## src/rtl/hazard_ctrl.sv

```systemverilog
// Pipeline stall/flush sequencer: load-use, EX redirects, multi-cycle mul/div, imem wait.
// Optional perf counters (StallCycles, FlushCount) built only when HAZARD_PERF_EN is defined.
module hazard_ctrl #(
  parameter int MD_LATENCY = 4,
  parameter int CNT_W      = 32
) (
  input  logic             clk,
  input  logic             reset,
  input  logic [4:0]       Rs1D,
  input  logic [4:0]       Rs2D,
  input  logic [4:0]       RdE,
  input  logic             LoadE,
  input  logic             PCSrcE,
  input  logic             MdStartE,
  input  logic             ImemReadyF,
  output logic             StallF,
  output logic             StallD,
  output logic             StallE,
  output logic             FlushD,
  output logic             FlushE,
  output logic             FlushM,
  output logic             MdBusy,
  output logic [CNT_W-1:0] StallCycles,
  output logic [CNT_W-1:0] FlushCount
);

  localparam int CW = $clog2(MD_LATENCY);
  // The start cycle itself is one EX cycle, and the busy state exits one edge after reaching 0.
  localparam logic [CW-1:0] MD_LOAD = CW'(MD_LATENCY - 2);

  typedef enum logic {RUN, MD_BUSY} state_t;

  state_t        state_q, state_d;
  logic [CW-1:0] cnt_q, cnt_d;
  logic          lw_stall;

  assign lw_stall = LoadE && (RdE != 5'd0) && ((RdE == Rs1D) || (RdE == Rs2D));

  always_comb begin
    state_d = state_q;
    cnt_d   = cnt_q;
    StallF  = 1'b0;
    StallD  = 1'b0;
    StallE  = 1'b0;
    FlushD  = 1'b0;
    FlushE  = 1'b0;
    FlushM  = 1'b0;
    MdBusy  = 1'b0;
    case (state_q)
      RUN: begin
        if (PCSrcE) begin
          FlushD = 1'b1;
          FlushE = 1'b1;
        end else if (MdStartE) begin
          state_d = MD_BUSY;
          cnt_d   = MD_LOAD;
        end else if (lw_stall || !ImemReadyF) begin
          StallF = 1'b1;
          StallD = 1'b1;
          FlushE = 1'b1;
        end
      end
      MD_BUSY: begin
        // EX holds the mul/div, so redirect/load/start inputs are don't-care here.
        StallF = 1'b1;
        StallD = 1'b1;
        StallE = 1'b1;
        FlushM = 1'b1;
        MdBusy = 1'b1;
        if (cnt_q == '0) state_d = RUN;
        else             cnt_d   = cnt_q - 1'b1;
      end
      default: state_d = RUN;
    endcase
  end

  always_ff @(posedge clk or posedge reset) begin
    if (reset) begin
      state_q <= RUN;
      cnt_q   <= '0;
    end else begin
      state_q <= state_d;
      cnt_q   <= cnt_d;
    end
  end

`ifdef HAZARD_PERF_EN
  logic [CNT_W-1:0] stall_cnt_q, stall_cnt_d;
  logic [CNT_W-1:0] flush_cnt_q, flush_cnt_d;

  always_comb begin
    stall_cnt_d = stall_cnt_q + (StallF ? CNT_W'(1) : CNT_W'(0));
    flush_cnt_d = flush_cnt_q + ((PCSrcE && state_q == RUN) ? CNT_W'(1) : CNT_W'(0));
  end

  always_ff @(posedge clk or posedge reset) begin
    if (reset) begin
      stall_cnt_q <= '0;
      flush_cnt_q <= '0;
    end else begin
      stall_cnt_q <= stall_cnt_d;
      flush_cnt_q <= flush_cnt_d;
    end
  end

  assign StallCycles = stall_cnt_q;
  assign FlushCount  = flush_cnt_q;
`else
  assign StallCycles = '0;
  assign FlushCount  = '0;
`endif

endmodule

```

## config.mk

```make
export PLATFORM = sky130hd
export DESIGN_NAME = hazard_ctrl
export DESIGN_NICKNAME = d
export VERILOG_FILES = /design/src/rtl/hazard_ctrl.sv
export SDC_FILE = /design/constraint.sdc
export NUM_CORES = 1
export LEC_CHECK = 0
export BUFFER_PORTS_ARGS = -buffer_cell sky130_fd_sc_hd__buf_4
export CAP_MARGIN = 20
export CELL_PAD_IN_SITES_DETAIL_PLACEMENT = 1
export CELL_PAD_IN_SITES_GLOBAL_PLACEMENT = 1
export CORE_UTILIZATION = 23
export DETAILED_ROUTE_END_ITERATION = 10
export GPL_TIMING_DRIVEN = 0
export PLACE_DENSITY_LB_ADDON = 0.1
export SLEW_MARGIN = 20
export SYNTH_ARGS = -nofsm -noshare
export SYNTH_HDL_FRONTEND = slang
export SYNTH_SLANG_ARGS = --single-unit
```

## constraint.sdc

```tcl
create_clock -name clk -period 1.6 [get_ports clk]
set_input_delay 0.08 -clock clk [delete_from_list [all_inputs] [get_ports clk]]
set_output_delay 0.08 -clock clk [all_outputs]
set_load 0.02 [all_outputs]
```

==> out/metrics.csv <==
metric;value;unit
worstSetupPathType;register to output port;
ctsResizeCount;0;
avgSynthCellArea;7.829;µm²
layout.nets;223;
setup_viol;0;
crit_buf_inv;1;
fillerInstances;451;
clock-skew-final;0.002207;ns
grt_pass1_wl;2442;µm
power_density;795.0;nW/µm²
ys_top_cells_by_count;67 x buf_4, 10 x xor2_1, 4 x inv_1, 4 x nor2_1, 3 x dfrtp_1;
async_flop_share;1.000;
drtIter0Drc;16;
synth-main-ff-cell;dfrtp_1;
tns;0;ns
synth_top_area_frac;0.6119;
pin_count;92;
port_buffers;27;
slowest_stage;dfrtp_1;
p_int;583.1;µW
dp_hpwl;1781;µm
drv_cap;0;
cp-start-kind;register;
ys_ff_latch;3;
cp-end-kind;output port;
crit_chain;o41ai_1 -> buf_4;
post_drt_wl_per_cell;7.557;µm
syn_area;822.0;µm²
die_area;3817;µm²
synth_edf_count;0;
slowest_delay;0.46;ns
core_area;3390;µm²
grt_pass1_vias;612;
combPwrFrac;0.726;
arrival;1.37;ns
irDropWorstVdd;0.0002322;V
chipWidth;61.79;µm
seq_area;75.07;µm²
yosysUniqueCellTypes;17;
numCtsBuffers;3;
fin_ws;0.1549;ns
p_leak;0.8664;nW
critPathMaxFanout;9;
row_count;21;
pre_cts_slack;0.1356;ns
ys_warn_count;0;
h-tree-depth;1;
antenna_cells;0;
ant_nets;0;
wirelength;1859;µm
cts_root_buffer;clkbuf_4;
p_clk_frac;0.123;
drc_errors;0;
final-max-slew-violation-count;0;
min_period_over_period;0.9032;
rsz0062_at_grt;false;
clock_latency;0.24;ns
ys_seq_area_frac;0.09132;
firstDrtPassIters;3;
power.share.sequential;0.151;
cts_setup_buffers;0;
post-route-util;0.4020;
syn-instance-count;105;
status;finished clean;
antenna_found_initial;0;
area_delta_synth_final;65.75;%
gp_congestion;0.6554;
grt_start_max_net_pins;10;
period_needed;1.445;ns
critPathTopFamily;flip-flops;
overflow;0;
cts_buffer_depth;2;
num_vias;750;
avgViaCountPerCell;3.049;
clk_pin_slew;0.04;ns
grt.total_usage;0.08946;
max_freq;0.6920;GHz
power_switching_share;0.4617;
drive_gt1_frac;0.5000;
cts_tree;built;
required;1.52;ns
ctsHoldBuffers;1;
hp-class;primary input to register;
synth_most_common_cell;buf_4;
cts_sinks;3;
synth_area_leader_cell;buf_4;
start_util;0.2425;
synth.area.top_cells;buf_4 61%, xor2_1 11%, dfrtp_1 9.1%;
die_y;61.79;µm
p_sw;500.2;µW
timing_hold_violations_final;0;
multiInputGateArea;473.0;µm²
-- cell type report --
cell class | count | share of cell area
clock buffer | 4 | 0.01928
buffer | 67 | 0.3691
multi-input combinational | 94 | 0.3471
sequential | 3 | 0.05510
inverter | 4 | 0.01102
tap | 46 | 0.04224
timing repair buffer | 28 | 0.1561
-- final timing paths --
check,start,end,slack (ns),depth (start not counted)
setup / recovery,state_q$_DFF_PP0_,FlushE,0.15,2
min in group asynchronous,reset,state_q$_DFF_PP0_,0.27,3
hold / removal,PCSrcE,state_q$_DFF_PP0_,0.11,2
max in group asynchronous,reset,cnt_q[0]$_DFFE_PP0P_,1.19,3
setup reg to reg,cnt_q[0]$_DFFE_PP0P_,cnt_q[1]$_DFFE_PP0P_,0.43,5
hold reg to reg,cnt_q[0]$_DFFE_PP0P_,cnt_q[0]$_DFFE_PP0P_,0.49,1
-- flip-flops by register name, indices dropped and copies added, names as in the netlist --
name     flops
cnt_q        2
state_q      1
-- power by group through the flow --
stage	clock network [mW]	registers (mW)	logic (mW)
after floorplan	0	0.168	0.558
after global placement	0	0.159	0.758
after detailed placement	0	0.163	0.781
after CTS	0.140	0.162	0.785
after global routing	0.153	0.169	0.858
final	0.134	0.163	0.786
-- cells by family after synthesis --
logic type      synth area share
compound gates           0.05328
mux                      0.01218
other cells             0.004562
simple gates             0.08676
buf+inv                   0.6301
flops                    0.09132
fa+ha+maj                0.01522
xor+xnor                  0.1065
-- layout by cell type (no fill, tap or decap) --
| master | n |
|---|---|
| buf_4 | 94 |
| xor2_1 | 10 |
| nor2b_1 | 1 |
| nor2_1 | 4 |
| o21ai_1 | 2 |
| nor3_2 | 2 |
| nand2b_1 | 2 |
| conb_1 | 64 |
| clkbuf_1 | 1 |
| nor3_1 | 2 |
| inv_1 | 4 |
| or4_1 | 1 |
| ha_1 | 1 |
| clkbuf_4 | 3 |
| mux2i_1 | 1 |
| o41ai_2 | 1 |
| dlygate4sd3_1 | 1 |
| dfrtp_1 | 3 |
| o41ai_1 | 1 |
| o22a_1 | 1 |
| a22oi_1 | 1 |
-- routing by layer --
metal | wire length [µm] | share of wire | track usage | vias to the layer above
met1 | 641 | 0.34 | 0.08313 | 305
met5 | 0 | 0 | 0 | -
met4 | 0 | 0 | 0.01905 | 0
li1 | - | - | - | 389
met3 | 290 | 0.16 | 0.05176 | 0
met2 | 927 | 0.50 | 0.1690 | 56
-- metrics by stage --
stage / hold WS [ns] / cell area (µm²) / std cells / power, mW
CTS: 0.1095 / 1363 / 246 / 1.087
floorplan: -0.1664 / 1066 / 168 / 0.7257
detailed placement: -0.03817 / 1326 / 241 / 0.9446
global route: 0.1169 / 1363 / 246 / 1.180
finish: 0.1118 / 1363 / 246 / 1.083
global placement: -0.04201 / 1326 / 241 / 0.9169
Power figures use the tool's default switching activity.
